--- config.mk ---
export PLATFORM = sky130hd
export DESIGN_NAME = abus_arbiter_flat
export DESIGN_NICKNAME = d
export VERILOG_FILES = /design/src/rtl/abus_arbiter_if.sv /design/src/rtl/abus_arbiter.sv /design/src/flat_wrapper.sv
export SDC_FILE = /design/constraint.sdc
export NUM_CORES = 1
export LEC_CHECK = 0
export BUFFER_PORTS_ARGS = -buffer_cell sky130_fd_sc_hd__buf_2
export CAP_MARGIN = 20
export CORE_MARGIN = 4
export CORE_UTILIZATION = 54
export CTS_CLUSTER_SIZE = 8
export DETAILED_ROUTE_END_ITERATION = 12
export HOLD_SLACK_MARGIN = 0.03
export PLACE_DENSITY = 0.79
export SLEW_MARGIN = 20
export SYNTH_ARGS = -nofsm -noshare
export SYNTH_HDL_FRONTEND = slang
export SYNTH_SLANG_ARGS = --single-unit
--- constraint.sdc ---
create_clock -name clk -period 2.5 [get_ports clk]
set_clock_uncertainty 0.15 [all_clocks]
set_input_delay 0.5 -clock clk [delete_from_list [all_inputs] [get_ports clk]]
set_output_delay 0.5 -clock clk [all_outputs]
set_load 0.02 [all_outputs]
--- src/rtl/abus_arbiter_if.sv ---
// Arbiter-side bundle for a shared ABus: per-requester request/drive lines
// and the granted, muxed bus lines.
interface abus_arbiter_if #(
    parameter int unsigned NUM_REQ = 2
);
    localparam int unsigned IDX_W = (NUM_REQ > 2) ? $clog2(NUM_REQ) : 1;

    logic [NUM_REQ-1:0] req;
    logic [NUM_REQ-1:0] b_in;
    logic [NUM_REQ-1:0] c_in;
    logic [NUM_REQ-1:0] gnt;
    logic [NUM_REQ-1:0] d_oe;
    logic [IDX_W-1:0]   owner;
    logic               busy;
    logic               b_out;
    logic               c_out;
    logic               preempt;

    modport master (
        output req, b_in, c_in,
        input  gnt, d_oe, owner, busy, b_out, c_out, preempt
    );

    modport slave (
        input  req, b_in, c_in,
        output gnt, d_oe, owner, busy, b_out, c_out, preempt
    );
endinterface

--- src/rtl/abus_arbiter.sv ---
// Round-robin ABus arbiter: one-hot registered grants, hold-time preemption
// and a mandatory one-cycle turnaround between owners.
module abus_arbiter #(
    parameter int unsigned NUM_REQ  = 2,
    parameter int unsigned MAX_HOLD = 8
) (
    input logic           clk,
    input logic           rst,
    abus_arbiter_if.slave bus
);
    localparam int unsigned IDX_W = (NUM_REQ > 2) ? $clog2(NUM_REQ) : 1;

    typedef enum logic [1:0] {StIdle, StGrant, StTurn} state_e;

    state_e             state_q;
    logic [NUM_REQ-1:0] gnt_q;
    logic [IDX_W-1:0]   owner_q;
    logic [IDX_W-1:0]   last_q;
    logic [7:0]         hold_q;
    logic               busy_q;
    logic               preempt_q;

    logic               win_found;
    logic [IDX_W-1:0]   win_idx;
    logic [IDX_W:0]     scan_idx;
    logic [NUM_REQ-1:0] req_others;

    // Scan last+1, last+2, ... wrapping, so the previous owner is checked last.
    always_comb begin
        win_found = 1'b0;
        win_idx   = '0;
        scan_idx  = '0;
        for (int i = 1; i <= int'(NUM_REQ); i++) begin
            scan_idx = {1'b0, last_q} + (IDX_W + 1)'(i);
            if (scan_idx >= (IDX_W + 1)'(NUM_REQ)) begin
                scan_idx = scan_idx - (IDX_W + 1)'(NUM_REQ);
            end
            if (!win_found && bus.req[scan_idx[IDX_W-1:0]]) begin
                win_found = 1'b1;
                win_idx   = scan_idx[IDX_W-1:0];
            end
        end
    end

    always_comb begin
        req_others          = bus.req;
        req_others[owner_q] = 1'b0;
    end

    always_ff @(posedge clk or posedge rst) begin
        if (rst) begin
            state_q   <= StIdle;
            gnt_q     <= '0;
            owner_q   <= '0;
            last_q    <= IDX_W'(NUM_REQ - 1);
            hold_q    <= '0;
            busy_q    <= 1'b0;
            preempt_q <= 1'b0;
        end else begin
            preempt_q <= 1'b0;
            case (state_q)
                StIdle, StTurn: begin
                    if (win_found) begin
                        gnt_q   <= {{(NUM_REQ - 1){1'b0}}, 1'b1} << win_idx;
                        owner_q <= win_idx;
                        busy_q  <= 1'b1;
                        hold_q  <= '0;
                        state_q <= StGrant;
                    end else begin
                        state_q <= StIdle;
                    end
                end
                StGrant: begin
                    if (!bus.req[owner_q]) begin
                        gnt_q   <= '0;
                        busy_q  <= 1'b0;
                        last_q  <= owner_q;
                        state_q <= StTurn;
                    end else if (hold_q == 8'(MAX_HOLD - 1)) begin
                        // Hold limit only bites when someone else is waiting.
                        if (|req_others) begin
                            gnt_q     <= '0;
                            busy_q    <= 1'b0;
                            preempt_q <= 1'b1;
                            last_q    <= owner_q;
                            state_q   <= StTurn;
                        end else begin
                            hold_q <= '0;
                        end
                    end else if (hold_q != 8'(MAX_HOLD)) begin
                        hold_q <= hold_q + 8'd1;
                    end
                end
                default: begin
                    gnt_q   <= '0;
                    busy_q  <= 1'b0;
                    state_q <= StIdle;
                end
            endcase
        end
    end

    assign bus.gnt     = gnt_q;
    assign bus.d_oe    = gnt_q;
    assign bus.owner   = owner_q;
    assign bus.busy    = busy_q;
    assign bus.preempt = preempt_q;
    assign bus.b_out   = busy_q & bus.b_in[owner_q];
    assign bus.c_out   = busy_q & bus.c_in[owner_q];
endmodule

--- src/flat_wrapper.sv ---
// flat-port wrapper written by rule: the top's interface ports become plain ports
module abus_arbiter_flat 
#(
    parameter int unsigned NUM_REQ  = 2,
    parameter int unsigned MAX_HOLD = 8
)
  (clk, rst, bus_req, bus_b_in, bus_c_in, bus_gnt, bus_d_oe, bus_owner, bus_busy, bus_b_out, bus_c_out, bus_preempt);
  abus_arbiter_if #(.NUM_REQ(NUM_REQ)) bus_i ();
  input logic clk;
  input logic rst;
  input wire logic [$bits(bus_i.req)-1:0] bus_req;
  input wire logic [$bits(bus_i.b_in)-1:0] bus_b_in;
  input wire logic [$bits(bus_i.c_in)-1:0] bus_c_in;
  output wire logic [$bits(bus_i.gnt)-1:0] bus_gnt;
  output wire logic [$bits(bus_i.d_oe)-1:0] bus_d_oe;
  output wire logic [$bits(bus_i.owner)-1:0] bus_owner;
  output wire logic [$bits(bus_i.busy)-1:0] bus_busy;
  output wire logic [$bits(bus_i.b_out)-1:0] bus_b_out;
  output wire logic [$bits(bus_i.c_out)-1:0] bus_c_out;
  output wire logic [$bits(bus_i.preempt)-1:0] bus_preempt;
  assign bus_i.req = bus_req;
  assign bus_i.b_in = bus_b_in;
  assign bus_i.c_in = bus_c_in;
  assign bus_gnt = bus_i.gnt;
  assign bus_d_oe = bus_i.d_oe;
  assign bus_owner = bus_i.owner;
  assign bus_busy = bus_i.busy;
  assign bus_b_out = bus_i.b_out;
  assign bus_c_out = bus_i.c_out;
  assign bus_preempt = bus_i.preempt;
  abus_arbiter #(.NUM_REQ(NUM_REQ), .MAX_HOLD(MAX_HOLD)) u_core (.clk(clk), .rst(rst), .bus(bus_i));
endmodule
[Word-level counts from Yosys, hierarchy flattened]
Cells that the tools add are included.
Word-level totals
  input port bits: 8
  flip-flop bits (word level): 16
  logic and storage cells: 93
Cells by class
  reduce and logical (&&, ||, !) cells: 12
  bitwise gates (word level): 4
  order comparisons: 6
  $add $sub $neg: 5
  shifts and indexed selects: 1
  muxes and demuxes: 46
  eq/ne operators: 12
Operator list (count)
  two-way mux 8 bit: 5
  two-way mux 1 bit: 29
  one-hot mux 8 bit (2 select lines): 1
  two-way mux 2 bit: 7
  != test 3 bit, second input constant: 3
  adder 8 x 1 -> 8 bit, second input constant: 1
  equality test 8 x 3 -> 1 bit, second input constant: 1
  != test 8 x 4 -> 1 bit, second input constant: 1
  one-hot mux 2 bit (2 select lines): 2
  less-than comparator 1 x 2 -> 1 bit, second input constant: 3
  AND reduction 3 bit: 2
  AND reduction 5 bit: 1
  >= comparator 2 bit, second input constant: 2
  != test 2 x 1 -> 1 bit, second input constant: 2
  != test 2 bit, second input constant: 2
  AND reduction 2 bit: 2
  OR reduction 2 bit: 2
  != test 3 x 1 -> 1 bit, second input constant: 1
  adder 1 x 1 -> 2 bit, second input constant: 1
  adder 1 x 2 -> 2 bit, second input constant: 1
  AND 1 bit: 2
  AND 2 bit: 1
  equality test 2 x 1 -> 1 bit, second input constant: 1
  equality test 2 bit, second input constant: 1
  other kinds (10): 12

[Logic depth before layout (Yosys ltp)]
Gate-level depths: netlist (run 1).
  word-level depth: 12
  mapped depth: 7
  gate-level depth less buffers: 7

[Worst setup path after synthesis (run 1)]
Ideal clock, no wire load.
  path kind: register to register
  from: reg u_core.hold_q[0]
  to: reg u_core.hold_q[6]
  stages on the path, launching flop included: 7
  data arrival time: 1762 ps
  setup time: 69 ps
  slack: 519 ps
  data required time: 2281 ps
  path through: dfrtp_1 -> ha_1 -> and3b_4 -> a311oi_2 -> nor2_2 -> or4_1 -> nand3_1
On the way
  word-level cells in the longest chain between the ends: 5
RTL lines
  start, declared: RTL line abus_arbiter.sv:19  | logic [7:0] hold_q;
  start signal, assigned: RTL line abus_arbiter.sv:91  | hold_q <= hold_q + 8'd1;
  adder 8 x 1 -> 8 bit: RTL line abus_arbiter.sv:91
  two-way mux 8 bit: RTL line abus_arbiter.sv:90  | end else if (hold_q != 8'(MAX_HOLD)) begin
  two-way mux 8 bit: RTL line abus_arbiter.sv:79  | end else if (hold_q == 8'(MAX_HOLD - 1)) begin
  two-way mux 8 bit: RTL line abus_arbiter.sv:74  | if (!bus.req[owner_q]) begin
  one-hot mux 8 bit (2 select lines): RTL line abus_arbiter.sv:61  | case (state_q)
Parallel ways exist; a longest one is shown, timed or not. The select of a mux whose other input is x is not followed.
A chain may end at the register's enable or synchronous reset.

[Worst setup path after layout (run 1)]
Ends and elaborated chain as after synthesis.

==> reports/metrics.cfg, run 1 <==
[detailed_routing]
drt_iter0_drc=44
wl_per_cell_um=15.4
postRouteAntennaNets=0
via_count=879
detail_route.first_pass.iterations=5
detail_route.vias_per_cell=6.23
route.detailed.drc=0
route.final.wire_length_mm=2.17

[logic_synthesis]
synth.cell_area_um2=971
synthDistinctLibCells=40
synth.most_common_cell=sky130_fd_sc_hd__dfrtp_1
synth.area.mux_share=0.0644
postSynthRegisterBits=16
compound_cell_area_share_of_the_yosys_netlist=0.201
synth_top_family_by_area=simple AND/OR/NAND/NOR gates
synth-simple-area-share=0.244
syn-instance-count=102
synth_fp_nets=112
yosys-top-cells-count=sky130_fd_sc_hd__dfrtp_1 (15), sky130_fd_sc_hd__nand2_1 (11), sky130_fd_sc_hd__o21ai_0 (7), sky130_fd_sc_hd__nor2_1 (6)
synth_largest_area_cell=sky130_fd_sc_hd__dfrtp_1
post_synth_xor_area_fraction=0
async_flop_share=1.00
top_cells_by_area_in_the_synthesized_netlist=sky130_fd_sc_hd__dfrtp_1 (39%), sky130_fd_sc_hd__nand2_1 (4.3%), sky130_fd_sc_hd__mux2i_1 (4.1%), sky130_fd_sc_hd__o21ai_0 (3.6%), sky130_fd_sc_hd__dfstp_2 (2.7%)
post_synth_fa_ha_maj_area_fraction=0.0258
ys_seq_area_frac=0.414
synth_largest_type_area_fraction=0.387
ys_dominant_reg_cell=sky130_fd_sc_hd__dfrtp_1
yosysWarnings=0
postSynthAreaPerCell_um2=9.52
synth_enable_flop_cells=0

[outcome]
status=complete, no violations

[clock_tree]
postCtsResizedCells=0
clk-insertion-delay-late_ns=0.29
postCtsHoldBufs=0
number_of_buffers_added_for_setup_after_cts=0
path_clk_slew_ns=0.10
clock_tree.htree_level_count=1
cts_buffers=3
tritoncts=built
clockRootBuffer=sky130_fd_sc_hd__clkbuf_4
tritoncts_num_sinks=16
clock_path_buffers=2

[job]
drv_cap=0

[sta]
timing.slew.headroom=0.577
final-hold-violation-count=0
setup_failing_eps_final=0
max_freq_mhz=469
finalWorstSetupSlack_ns=0.369
max_slew.worst_pin.slew_ns=0.634
slew_violations=0
grt_setup_unrepaired=no
final_min_period_over_clock_period=0.853
fin_crit_ns=2.13
tns_ns=0

[worst_setup_path]
critical_path.max_fanout=5
critPathTopFamily=simple AND/OR/NAND/NOR gates
critical_path.max_stage_delay_ns=0.50
r2r_depth=6
critPathSlowestCell=sky130_fd_sc_hd__or4_1
arrival_ns=2.21
setup.worst_path.start_class=register
critical_path_end_type=register
critical_path_cell_count=6
timing_worst_setup_path_type=reg2reg
crit_buf_inv=0
crit_path_cells=ha_1, and3b_4, a311oi_2, nor2_2, or4_1, nand3_1
cp_data_required_time_ns=2.58

[floorplanning]
chipWidth_um=50.4
core.rowCount=15
initial_core_utilization=0.568
io_pins=17
core_area_mm2=0.00171
floorplan.die_area_mm2=0.00254
chipHeight_um=50.4

[power]
share_seq_of_total_power=0.396
power_switching_share=0.444
power_leakage_uw=0.000520
power_per_cell_area_mw_per_mm2=1060
netSwitchingPower_uw=512
power_frac_clock=0.151
power.share.combinational=0.453
cellInternalPower_uw=640
vdd_ir_drop_max_mv=0.631

[final_layout]
synthToLayoutAreaGrowth_pct=12.0
n_fill_cell=138
area_of_the_multi_input_gates_um2=519
sequential_cell_area_um2=402
num_antenna_cells=0
layout-drive-gt1-share=0.250
nNetsFinal=127

[grt]
antenna_found_initial=0
global_route_usage_over_all_layers=0.196
grt_pass1_vias=826
global_route.overflow_total=0
grt_first_pass_wirelength_mm=3.82
pin_count_of_the_biggest_net_entering_global_routing=17

[place]
buffer_ports.inserted=16
hpwlAfterDp_mm=1.57
routability_congestion_estimate=0.828
place_ws_ns=0.401

[min_path]
timing.hold.worst.class=in2async

## worst paths after layout
check                           slack (ns)                 end             start
worst max register to register        0.37    u_core.hold_q[6]  u_core.hold_q[0]
max in group asynchronous             1.67  u_core.bus.preempt               rst
min in group clk                      0.41  u_core.bus.preempt        bus_req[0]
worst min-delay path                  0.13  u_core.bus.d_oe[1]               rst
worst min register to register        0.41     u_core.bus.busy   u_core.bus.busy
worst max-delay path                  0.37    u_core.hold_q[6]  u_core.hold_q[0]
## cell families (layout without fill, tap and decap cells)
group | Yosys count | after routing
simple gates | 42 | 42
compound gates | 25 | 25
flops | 16 | 16
buf+inv | 11 | 25
mux | 6 | 6
fa+ha+maj | 2 | 2
## through the flow
step,utilization,power (uW),cell area (um^2),hold WS [ns],cells
floorplan,-,853,971,0.263,102
finish,0.637,1150,1090,0.126,141
global placement,0.615,951,1050,0.373,137
detailed placement,0.615,979,1050,0.383,137
CTS,0.637,1150,1090,0.140,141
global route,0.637,1240,1090,0.161,141
## layout make-up
| cell class | count | share of cell area |
|---|---|---|
| Timing Repair Buffer | 16 | 0.0736 |
| Sequential cell | 16 | 0.369 |
| Inverter | 5 | 0.0173 |
| Clock buffer | 4 | 0.0334 |
| Tap cell | 25 | 0.0288 |
| Multi-Input combinational cell | 75 | 0.478 |
## per-layer routing
metal / share of wire / vias up / global-route usage
li1: - / 402 / -
met4: 0.021 / 0 / 0.0717
met5: 0 / - / 0
met2: 0.48 / 59 / 0.322
met1: 0.40 / 408 / 0.251
met3: 0.10 / 10 / 0.0445
## state kept, by name, indices dropped and copies added (netlist names)
signal,cells
u_core.bus.busy,1
u_core.bus.preempt,1
u_core.last_q,1
u_core.bus.owner,1
u_core.hold_q,8
u_core.bus.d_oe,2
u_core.state_q,2
## placed cells by master (no fill, tap or decap), types with 3 or more instances in the layout
cell type / netlist / routed
sky130_fd_sc_hd__nand3_1: 3 / 3
sky130_fd_sc_hd__dfrtp_1: 15 / 15
sky130_fd_sc_hd__o21ai_0: 7 / 7
sky130_fd_sc_hd__nor3_1: 5 / 5
sky130_fd_sc_hd__buf_2: 1 / 16
sky130_fd_sc_hd__inv_1: 5 / 5
sky130_fd_sc_hd__nand2_1: 11 / 11
sky130_fd_sc_hd__nor2b_1: 4 / 4
sky130_fd_sc_hd__mux2i_1: 4 / 4
sky130_fd_sc_hd__clkbuf_4: 0 / 3
sky130_fd_sc_hd__and3_1: 4 / 4
sky130_fd_sc_hd__nor2_1: 6 / 6
## power by group through the flow
stage | sequential (uW) | clock (uW) | combinational, uW
after global routing | 471 | 191 | 575
after CTS | 450 | 174 | 525
final | 455 | 174 | 522
after global placement | 450 | 0 | 501
after floorplan | 440 | 0 | 413
after detailed placement | 455 | 0 | 525
(Power assumes the default switching activity.)
==> run 2, diff against run 1 <==
Settings changed: CORE_MARGIN 4 to not set.
==> run 2 against run 1 <==
Net effect:
- clock power about the same
- sequential share of layout area about the same
- wire length down 8.7%
- sequential cell count is the same
- critical path depth unchanged
- sequential power barely moved
- largest power group unchanged
- hold slack worse by 0.031 ns
- worst setup slack better by 0.0037 ns
- via count fell by 5.0%
==> reports/metrics.cfg, run 2 (synthesis gave the netlist of run 1 again) <==
[final_layout]
synthToLayoutAreaGrowth_pct=11.9
most_frequent_cells_in_the_layout=sky130_fd_sc_hd__buf_2 (16), sky130_fd_sc_hd__dfrtp_1 (15), sky130_fd_sc_hd__nand2_1 (11), sky130_fd_sc_hd__o21ai_0 (7), sky130_fd_sc_hd__nor2_1 (6)
postLayoutCellArea_mm2=0.00109
nNetsFinal=127
layout-drive-gt1-share=0.250
largest-register=u_core.hold_q
n_fill_cell=118
leading_cell_type_in_the_layout_fill_and_taps_excluded=sky130_fd_sc_hd__buf_2
flip_flop_count_of_the_largest_register_all_copies_and_words_added=8
num_antenna_cells=0

[sta]
setup_failing_eps_final=0
grt_setup_unrepaired=no
final-hold-violation-count=0
slew_violations=0
timing.slew.headroom=0.586
timing.hold.ws_ns=0.0958
max_slew.worst_pin.slew_ns=0.616
max_freq_mhz=470
tns_ns=0
fin_crit_ns=2.13
final_min_period_over_clock_period=0.851

[place]
hpwlAfterDp_mm=1.45
buffer_ports.inserted=16
place_area_mm2=0.00105
routability_congestion_estimate=0.798

[clock_tree]
clk-insertion-delay-late_ns=0.30
cts_buffers=3
tritoncts_num_sinks=16
tritoncts=built
postCtsResizedCells=0
clockRootBuffer=sky130_fd_sc_hd__clkbuf_4
clock_tree.htree_level_count=1
path_clk_slew_ns=0.10
clock_path_buffers=2
postCtsHoldBufs=0
number_of_buffers_added_for_setup_after_cts=0

[floorplanning]
initial_core_utilization=0.609
core.rowCount=14
chipHeight_um=44.4
core_area_mm2=0.00159
chipWidth_um=44.4
floorplan.die_area_mm2=0.00197
io_pins=17

[worst_setup_path]
setup.worst_path.start_class=register
timing_worst_setup_path_type=reg2reg
critical_path.max_fanout=5
critPathSlowestCell=sky130_fd_sc_hd__or4_1
crit_path_cells=ha_1, and3b_4, a311oi_2, nor2_2, or4_1, nand3_1
critical_path.max_stage_delay_ns=0.50
arrival_ns=2.21
crit_buf_inv=0
critical_path_end_type=register
critPathTopFamily=simple AND/OR/NAND/NOR gates
cp_data_required_time_ns=2.58

[power]
power_switching_share=0.440
power.share.combinational=0.446
vdd_ir_drop_max_mv=0.826
power_frac_clock=0.155
share_seq_of_total_power=0.399
power_per_cell_area_mw_per_mm2=1050
power_leakage_uw=0.000520
netSwitchingPower_uw=501
cellInternalPower_uw=639

[detailed_routing]
met1Wirelength_um=970
via_count=835
drt_iter0_drc=32
wl_per_cell_um=14.1
topRoutingLayerUsed=met4
detail_route.first_pass.iterations=4
route.final.wire_length_mm=1.98
wl_met3_um=85
postRouteAntennaNets=0
detail_route.vias_per_cell=5.96
route.detailed.drc=0
dr_wl_met2_um=893

[grt]
antenna_found_initial=0
grt_pass1_vias=713
grt_first_pass_wirelength_mm=3.14
pin_count_of_the_biggest_net_entering_global_routing=17
global_route_usage_over_all_layers=0.220
global_route.overflow_total=0

[job]
drv_cap=0

[min_path]
timing.hold.worst.class=in2async

[outcome]
status=complete, no violations

[run 2: cell counts in the layout (fill, tap and decap cells not counted)]
Identical to the previous run, type by type.
[run 2: worst paths after layout]
| kind | end | start | depth (start not counted) | slack, ns |
|---|---|---|---|---|
| worst min-delay path | u_core.hold_q[2] | rst | 2 | 0.1 |
| min in group clk | u_core.bus.preempt | bus_req[0] | 3 | 0.39 |
| worst max register to register | u_core.hold_q[6] | u_core.hold_q[0] | 6 | 0.37 |
| worst min register to register | u_core.bus.d_oe[0] | u_core.bus.d_oe[0] | 1 | 0.41 |
| max in group asynchronous | u_core.bus.preempt | rst | 2 | 1.72 |
| worst max-delay path | u_core.hold_q[6] | u_core.hold_q[0] | 6 | 0.37 |
[run 2: power by group through the flow]
stage / clock network (uW) / registers (uW) / logic [uW]
floorplan: 0 / 440 / 413
global placement: 0 / 450 / 502
detailed placement: 0 / 458 / 503
CTS: 178 / 454 / 505
global route: 182 / 468 / 559
finish: 176 / 455 / 509
[run 2: per-layer routing]
| metal | track usage | vias to the layer above |
|---|---|---|
| li1 | - | 407 |
| met1 | 0.319 | 395 |
| met2 | 0.329 | 29 |
| met3 | 0.0245 | 4 |
| met4 | 0.103 | 0 |
| met5 | 0 | - |
[run 2: area by class of cell]
class	instances	area [um^2]	area share
tap	24	30.0	0.0276
inverter	5	18.8	0.0173
sequential	16	402	0.370
multi-input combinational	75	519	0.478
timing repair buffer	16	80.1	0.0737
clock buffer	4	36.3	0.0334
[run 2: stage by stage]
| step | util | cells | total power [uW] | worst slack (ns) |
|---|---|---|---|---|
| 3_5_place_dp | 0.659 | 136 | 961 | 0.417 |
| 2_1_floorplan | - | 102 | 853 | 0.519 |
| 3_3_place_gp | 0.659 | 136 | 952 | 0.464 |
| 4_1_cts | 0.681 | 140 | 1140 | 0.388 |
| 5_1_grt | 0.681 | 140 | 1210 | 0.225 |
| 6_report | 0.681 | 140 | 1140 | 0.372 |
